File: config.mk
export PLATFORM = sky130hd
export DESIGN_NAME = instruction_fetch
export DESIGN_NICKNAME = d
export VERILOG_FILES = /design/src/rtl/rv32i_pkg.sv /design/src/rtl/fetch_fifo.sv /design/src/rtl/instruction_fetch.sv
export SDC_FILE = /design/constraint.sdc
export NUM_CORES = 1
export LEC_CHECK = 0
export CAP_MARGIN = 20
export CORE_ASPECT_RATIO = 0.7
export CORE_MARGIN = 2
export CORE_UTILIZATION = 50
export DETAILED_ROUTE_END_ITERATION = 8
export PLACE_DENSITY = 0.77
export RECOVER_POWER = 50
export SLEW_MARGIN = 20
export SYNTH_ARGS = -nofsm -noshare
export SYNTH_HDL_FRONTEND = slang
export SYNTH_HIERARCHICAL = 1
export SYNTH_SLANG_ARGS = --single-unit
File: constraint.sdc
create_clock -name clk -period 2.4 [get_ports clk]
set_clock_uncertainty 0.05 [all_clocks]
set_input_delay 0.48 -clock clk [delete_from_list [all_inputs] [get_ports clk]]
set_output_delay 0.48 -clock clk [all_outputs]
set_load 0.02 [all_outputs]
File: src/rtl/rv32i_pkg.sv
// Shared RV32I fetch types and constants.
package rv32i_pkg;

  typedef struct packed {
    logic [31:0] pc;
    logic [31:0] instr;
  } fetch_entry_t;

  localparam logic [31:0] RV32I_NOP = 32'h0000_0013;
  localparam logic [31:0] PC_STEP   = 32'd4;

endpackage

File: src/rtl/fetch_fifo.sv
// Small registered queue of fetched {pc, instr} entries with synchronous flush.
// The head output holds its last shown value while the queue is empty.
module fetch_fifo
  import rv32i_pkg::*;
#(
  parameter int unsigned FIFO_DEPTH = 2,
  parameter type         entry_t    = fetch_entry_t
) (
  input  logic   clk,
  input  logic   rst_n,
  input  logic   i_push,
  input  logic   i_pop,
  input  logic   i_flush,
  input  entry_t i_wdata,
  output entry_t o_rdata,
  output logic   o_full,
  output logic   o_empty,
  output logic [$clog2(FIFO_DEPTH):0] o_count
);

  localparam int unsigned PtrW = $clog2(FIFO_DEPTH);
  localparam int unsigned CntW = PtrW + 1;

  entry_t            r_mem [FIFO_DEPTH];
  entry_t            r_last;
  logic [PtrW-1:0]   r_wr_ptr;
  logic [PtrW-1:0]   r_rd_ptr;
  logic [CntW-1:0]   r_count;

  always_ff @(posedge clk or negedge rst_n) begin
    if (!rst_n) begin
      for (int i = 0; i < FIFO_DEPTH; i++) begin
        r_mem[i] <= '0;
      end
      r_last   <= '0;
      r_wr_ptr <= '0;
      r_rd_ptr <= '0;
      r_count  <= '0;
    end else begin
      if (!o_empty) begin
        r_last <= r_mem[r_rd_ptr];
      end
      if (i_flush) begin
        r_wr_ptr <= '0;
        r_rd_ptr <= '0;
        r_count  <= '0;
      end else begin
        if (i_push) begin
          r_mem[r_wr_ptr] <= i_wdata;
          r_wr_ptr        <= r_wr_ptr + PtrW'(1);
        end
        if (i_pop) begin
          r_rd_ptr <= r_rd_ptr + PtrW'(1);
        end
        r_count <= r_count + CntW'(i_push) - CntW'(i_pop);
      end
    end
  end

  assign o_empty = (r_count == '0);
  assign o_full  = (r_count == CntW'(FIFO_DEPTH));
  assign o_count = r_count;
  // Once drained, keep presenting the most recently shown head entry.
  assign o_rdata = o_empty ? r_last : r_mem[r_rd_ptr];

`ifndef SYNTHESIS
  count_bound_a : assert property (@(posedge clk) disable iff (!rst_n)
    r_count <= CntW'(FIFO_DEPTH));
`endif

endmodule

File: src/rtl/instruction_fetch.sv
// Fetch stage: owns the PC, reads the combinational ROM and queues {pc, instr}
// towards decode; redirects flush the queue and reload the PC.
module instruction_fetch
  import rv32i_pkg::*;
#(
  parameter logic [31:0] RESET_PC   = 32'h0000_0000,
  parameter int unsigned ADDR_WIDTH = 12,
  parameter int unsigned DATA_WIDTH = 32,
  parameter int unsigned FIFO_DEPTH = 2
) (
  input  logic                  clk,
  input  logic                  rst_n,
  output logic [ADDR_WIDTH-1:0] instruction_memory_address,
  input  logic [DATA_WIDTH-1:0] instruction_memory_data,
  input  logic                  redirect_valid,
  input  logic [31:0]           redirect_target,
  output logic                  fetch_valid,
  input  logic                  fetch_ready,
  output logic [DATA_WIDTH-1:0] fetch_instruction,
  output logic [31:0]           fetch_pc,
  output logic                  misaligned_redirect
);

  logic [31:0]                 r_pc;
  logic                        r_misaligned;
  logic                        w_push;
  logic                        w_pop;
  logic                        w_full;
  logic                        w_empty;
  logic [$clog2(FIFO_DEPTH):0] w_unused_count;
  fetch_entry_t                w_wdata;
  fetch_entry_t                w_rdata;

  assign instruction_memory_address = r_pc[ADDR_WIDTH+1:2];

  assign w_pop  = fetch_valid && fetch_ready;
  // A full queue still accepts a push when its head leaves in the same cycle.
  assign w_push = !redirect_valid && (!w_full || w_pop);

  assign w_wdata.pc    = r_pc;
  assign w_wdata.instr = instruction_memory_data;

  always_ff @(posedge clk or negedge rst_n) begin
    if (!rst_n) begin
      r_pc         <= RESET_PC;
      r_misaligned <= 1'b0;
    end else begin
      r_misaligned <= redirect_valid && (redirect_target[1:0] != 2'b00);
      if (redirect_valid) begin
        r_pc <= {redirect_target[31:2], 2'b00};
      end else if (w_push) begin
        r_pc <= r_pc + PC_STEP;
      end
    end
  end

  fetch_fifo #(
    .FIFO_DEPTH (FIFO_DEPTH),
    .entry_t    (fetch_entry_t)
  ) u_fetch_fifo (
    .clk     (clk),
    .rst_n   (rst_n),
    .i_push  (w_push),
    .i_pop   (w_pop),
    .i_flush (redirect_valid),
    .i_wdata (w_wdata),
    .o_rdata (w_rdata),
    .o_full  (w_full),
    .o_empty (w_empty),
    .o_count (w_unused_count)
  );

  assign fetch_valid         = !w_empty;
  assign fetch_pc            = w_rdata.pc;
  assign fetch_instruction   = w_rdata.instr;
  assign misaligned_redirect = r_misaligned;

endmodule

Word level (Yosys, flattened, before mapping)
Cells that the tools add are included.

Register bits after elaboration: 229. Latch bits: 0. Memory bits (writable): 0. ROM bits: 0. Input port bits: 68. Output and inout port bits: 78. Logic and storage cells: 50. Memories: 0.

$add $sub $neg: 5. $mul: 0. Div/mod/pow operators: 0. Order comparisons: 3. Equal/unequal tests: 1. Shifts and indexed selects: 0. Multiplexer cells: 14. Bitwise gates (word level): 3. Reductions and logical operators: 13.

Operators with widths (count): two-way mux 64 bit (5); bitwise mux 128 bit (1); demux 64 bit (select 1 bit) (1); two-way mux 32 bit (2); adder 32 x 3 -> 32 bit, second input constant (1); nonzero test 2 bit (3); >= comparator 2 bit, second input constant (2); logical AND 1 bit (4); two-way mux 1 bit (4); NOT 1 -> 2 bit (2); logical NOT 1 bit (3); adder 1 bit, second input constant (2); adder 2 x 1 -> 2 bit (1); == test 2 bit, second input constant (1); logical NOT 2 bit (1); < comparator 2 x 1 -> 1 bit, second input constant (1); two-way mux 2 bit (1); AND reduction 2 bit (1); subtractor 2 x 1 -> 2 bit (1); logical OR 1 bit (1); NOT 1 bit (1).

Longest topological paths before layout
Depth in word-level cells: 8. Depth in mapped cells: 12. Mapped depth without buffers: 9.

By module
The synthesis kept the hierarchy.

By module, submodules not included: fetch_fifo (times used 1, cells an instance 574, area an instance 8329.2 um2, sequential area each 4904.7 um2); instruction_fetch (times used 1, cells an instance 225, area an instance 1970.6 um2, sequential area each 775.7 um2).

Worst setup path after synthesis
OpenSTA, ideal clock, no wires.

Path type: flip-flop to flip-flop. Start: reg u_fetch_fifo.r_count[1] (netlist: u_fetch_fifo/o_count[1]). End: reg u_fetch_fifo/r_mem[71] in the netlist's numbering. Library setup time: 125 ps. Arrival time: 2423 ps. Required time: 2225 ps. Setup slack: -198 ps. Cell stages (with the launch flop): 12. Path buffers: 5. Period minus slack after synthesis: 2598 ps. Path through: dfrtp_1 > or2_2 > buf_2 > buf_2 > inv_1 > or2b_4 > buf_2 > a21oi_1 > nor3b_2 > buf_6 > buf_6 > mux2_2.

Cells in the longest elaborated chain, start to end: 6. Elaborated cells on any way between the ends: 8. Those cells by class: eq/ne: 1; reduce/logical: 7.

RTL lines: from (decl) (RTL line fetch_fifo.sv:28) `logic [CntW-1:0] r_count;`; from (signal assigned) (RTL line fetch_fifo.sv:55) `r_count <= r_count + CntW'(i_push) - CntW'(i_pop);`; logical NOT 2 bit (RTL line fetch_fifo.sv:60) `assign o_empty = (r_count == '0);`; net w_empty (RTL line instruction_fetch.sv:29) `logic w_empty;`; logical NOT 1 bit; logical AND 1 bit (RTL line instruction_fetch.sv:36) `assign w_pop = fetch_valid && fetch_ready;`; logical OR 1 bit (RTL line instruction_fetch.sv:38) `assign w_push = !redirect_valid && (!w_full || w_pop);`; logical AND 1 bit (RTL line instruction_fetch.sv:38); net w_push (RTL line instruction_fetch.sv:26) `logic w_push;`; AND reduction 2 bit (no source line); to (signal, indexed assignment) (RTL line fetch_fifo.sv:49) `r_mem[r_wr_ptr] <= i_wdata;`; to (decl) (RTL line fetch_fifo.sv:24) `entry_t r_mem [FIFO_DEPTH];`.

The timed path passes the listed nets, and every way through them passes these cells. A chain may end at the register's enable or synchronous reset.

Worst setup path in the final report
Start: reg u_fetch_fifo.r_count[1] (netlist: u_fetch_fifo/o_count[1]). End: out fetch_pc[0].

Cells in the longest elaborated chain, start to end: 2.

RTL lines: logical NOT 2 bit (RTL line fetch_fifo.sv:60); two-way mux 64 bit (RTL line fetch_fifo.sv:64) `assign o_rdata = o_empty ? r_last : r_mem[r_rd_ptr];`; to (decl) (RTL line instruction_fetch.sv:20) `output logic [31:0] fetch_pc,`.

No other way between the ends.

==> flow_summary_export.csv <==
group,metric,value,unit
sta,worst_slew_pin_slew,1.26,ns
drt,num_vias,7269,
pwr,power.density,1560,nW/µm²
grt,grt_max_degree,57,
placed_design,gp_congestion,0.799,
critical_path,r2r_setup_slack,-0.01,ns
sta,setup_violations,10,
synthesis,synth_xor_area_share,1.41,%
die,core_area,20000,µm²
finish,area_growth,35.3,%
sta,period_share,103,%
synthesis,yosys.cell_types.count,53,
synthesis,synth_adder_area_share,0.364,%
die,die_area,21800,µm²
synthesis,syn_area_per_cell,12.9,µm²
cts,cts_made_buffers,23,
run_status,violations,"negative setup slack",
synthesis,synth_top_area_share,55.2,%
drt,final_antenna_net_count,0,
run_status,outcome,"finished with violations",
min_path,hp-class,"input pin to flop",
critical_path,critPathArrivalTime,1.93,ns
finish,nFillCells,1414,
grt,overflow,0,
synthesis,ys_ff_latch,227,
synthesis,yosys.area_share.simple,8.37,%
cts,htreeDepth,1,
critical_path,crit_slowest_cell,"nor3_1",
synthesis,ys_seq_area_share,55.2,%
grt,grt_pass1_vias,7252,
finish,nets,1065,
die,num_rows,43,
pwr,leakage,5.93,nW
finish,diodes,0,
drt,first_pass_iters,5,
synthesis,synth_area_leaders,"dfrtp_1 55%, mux2_4 8.7%, mux2_2 7.0%",
critical_path,critical_path.max_fanout,25,
synthesis,synth_cells,799,
synthesis,synth_ff_type,"dfrtp_1",
critical_path,required,1.87,ns
placed_design,place_ws,-0.266,ns
synthesis,synthMuxAreaShare,22.6,%
drt,viasPerCell,5.68,
die,ios,146,
cts,clk_pin_slew,0.07,ns
placed_design,dp_hpwl,15700,µm
cts,clockRootBuffer,"clkbuf_16",
drt,drt_iter0_markers,455,
synthesis,yosysWarnings,6,
sta,relSlewSlack,15.9,%
die,initial_core_util,51.5,%
critical_path,cp-end-kind,"primary output",
drt,wl_per_cell,21.2,µm
synthesis,synth_top_family_by_area,"multiplexers",
critical_path,worstPathCellList,"buf_8, nor3_1, a21oi_4, buf_6, buf_6",
grt,grt_pass1_wl,41000,µm
cts,clk_latency,0.51,ns
critical_path,cp-start-kind,"flop",
sta,max_freq,406,MHz
finish,drive_gt1_share,41.6,%
synthesis,synth_compound_area_share,6.81,%
placed_design,port_buffers,145,
synthesis,synthesis.area,10300,µm²
die,die_h,124,µm
critical_path,cpLargestDelayFamily,"buffers and inverters",
grt,grt_usage,23.9,%
critical_path,cpPeakStageDelay,0.45,ns
synthesis,synth-edff-count,0,
sta,rsz0062_at_grt,"true",
synthesis,synth_top_cell_by_area,"dfrtp_1",
drt,wirelength,27200,µm
critical_path,critPathKind,"flop to primary output",
flow_run,maxCapViolations,0,
sta,min_period,2.46,ns
grt,antenna_found_initial,0,
cts,clock_sinks,227,
sta,timing.final.ws_setup,-0.0617,ns
cts,tritoncts,"done",
critical_path,crit_top_cell,"buf_6",
pwr,peakVddDrop,1290,µV
die,die_x,176,µm
synthesis,synthArstFlopShare,100,%
cts,clk_path_buf_depth,3,
sta,hold_violations,0,
sta,drv_slew,0,
critical_path,crit_buf_inv,3,
finish,stdcell_count,1280,
placed_design,post-place-cells,1211,
drt,route.detailed.drc,0,
-- sequential cells by signal, indices dropped and copies added, names as in the netlist --
register               cells
u_fetch_fifo/r_mem       128
u_fetch_fifo/r_rd_ptr      1
misaligned_redirect        1
u_fetch_fifo/o_count       2
u_fetch_fifo/r_wr_ptr      1
u_fetch_fifo/r_last       64
r_pc                      30
-- final timing paths --
kind	startpoint	end	depth (start not counted)
hold / removal	redirect_valid	u_fetch_fifo/o_count[1]$_DFF_PN0_	2
min in group asynchronous	rst_n	misaligned_redirect$_DFF_PN0_	2
setup reg to reg	u_fetch_fifo/o_count[1]$_DFF_PN0_	r_pc[19]$_DFFE_PN0P_	7
max in group asynchronous	rst_n	u_fetch_fifo/r_last[3]$_DFF_PN0_	3
hold reg to reg	u_fetch_fifo/r_mem[67]$_DFFE_PN0P_	u_fetch_fifo/r_mem[67]$_DFFE_PN0P_	1
setup / recovery	u_fetch_fifo/o_count[1]$_DFF_PN0_	fetch_pc[0]	5
-- cell usage in the layout (no fill, tap or decap), types with 5 or more instances in the layout --
master	synthesis	routed
a31oi_1	8	8
o211ai_1	5	5
a21oi_1	70	7
mux2i_4	0	10
xnor2_1	11	11
dfrtp_1	227	224
clkbuf_8	0	5
nor3_1	64	54
nor3_2	0	10
nand3_1	12	12
inv_1	11	10
a21oi_4	0	10
mux2i_1	65	44
mux2_4	60	60
nand4_1	9	9
mux2_2	64	64
clkdlybuf4s50_1	0	78
buf_12	6	12
buf_4	17	93
o21ai_0	17	17
buf_6	9	31
or4_1	8	8
nand2_1	29	29
mux2i_2	0	11
mux2_1	5	5
clkbuf_16	0	30
a21oi_2	0	53
nor2_1	17	17
-- area by class of cell --
| type | instances | area, µm² | area share, % |
|---|---|---|---|
| flip-flops and latches | 227 | 5690 | 40.8 |
| multi-input cells | 499 | 4660 | 33.4 |
| repair buffers | 231 | 2390 | 17.2 |
| clock buffers | 32 | 659 | 4.73 |
| well taps | 270 | 338 | 2.42 |
| clock inverters | 9 | 153 | 1.10 |
| inverters | 12 | 45.0 | 0.323 |
-- logic make-up (layout without fill, tap and decap cells) --
kind of cell,Yosys count,in the layout
AOI/OAI and AO/OA,120,120
xor gates and xnor gates,15,15
adders and majority gates,3,3
buffers and inverters,77,284
DFF,227,227
muxes,194,194
other,1,4
and+or+nand+nor,162,163
-- worst register-to-register path, delay by kind of cell (launching register included) --
kind / cells / cell delay [ns]
compound gates: 1 / 0.49
flops: 1 / 0.41
simple gates: 4 / 1.14
buf+inv: 2 / 0.25
-- report_power, final --
group / switching, mW / leakage [nW] / internal (mW) / total, mW
clock network: 1.49 / 0.401 / 2.35 / 3.84
registers: 1.05 / 2.65 / 5.60 / 6.65
logic: 5.76 / 2.88 / 5.49 / 11.2
-- metrics by stage --
stage,power (mW),hold slack (ns),util [%],instance area (µm²),TNS [ns]
finish,21.7,0.259,69.6,13900,-0.245
global placement,15.5,0.372,61.2,12200,-13.64
CTS,19.6,0.237,65.4,13100,-1.34
global route,22.8,0.260,69.6,13900,-2.13
floorplan,11.9,0.134,-,10300,0
detailed placement,15.7,0.368,61.2,12200,-15.17
-- timing repair --
item,in CTS,in global routing
hold buffers,1,0
setup buffers,3,13
setup endpoints to repair,71,105
pin swaps,16,24
endpoints found under the hold margin,45,0
gates resized for setup,335,143
cloned,2,9
-- cells in the mapped netlist, types with 2 or more instances --
master     count
a2111o_1       2
a2111oi_0      6
a211oi_1       2
a21oi_1       70
a31oi_1        8
and4_1         4
buf_1          2
buf_12         6
buf_2         14
buf_4         17
buf_6          9
clkbuf_1      16
dfrtp_1      227
ha_1           3
inv_1         11
mux2_1         5
mux2_2        64
mux2_4        60
mux2i_1       65
nand2_1       29
nand3_1       12
nand3b_1       3
nand4_1        9
nor2_1        17
nor3_1        64
nor4_1         2
o211ai_1       5
o21ai_0       17
o31ai_1        4
or3_1          4
or4_1          8
xnor2_1       11
xor2_1         3
-- per-layer routing --
| metal | share of wire, % | routed length [µm] | up-vias | track usage, % |
|---|---|---|---|---|
| li1 | - | - | 3270 | - |
| met1 | 46 | 12500 | 3724 | 35.4 |
| met2 | 46 | 12600 | 238 | 36.9 |
| met3 | 5.6 | 1530 | 37 | 4.33 |
| met4 | 1.8 | 484 | 0 | 5.27 |
| met5 | 0 | 0 | - | 0 |
Note: power is estimated with default switching activity, not from simulation.
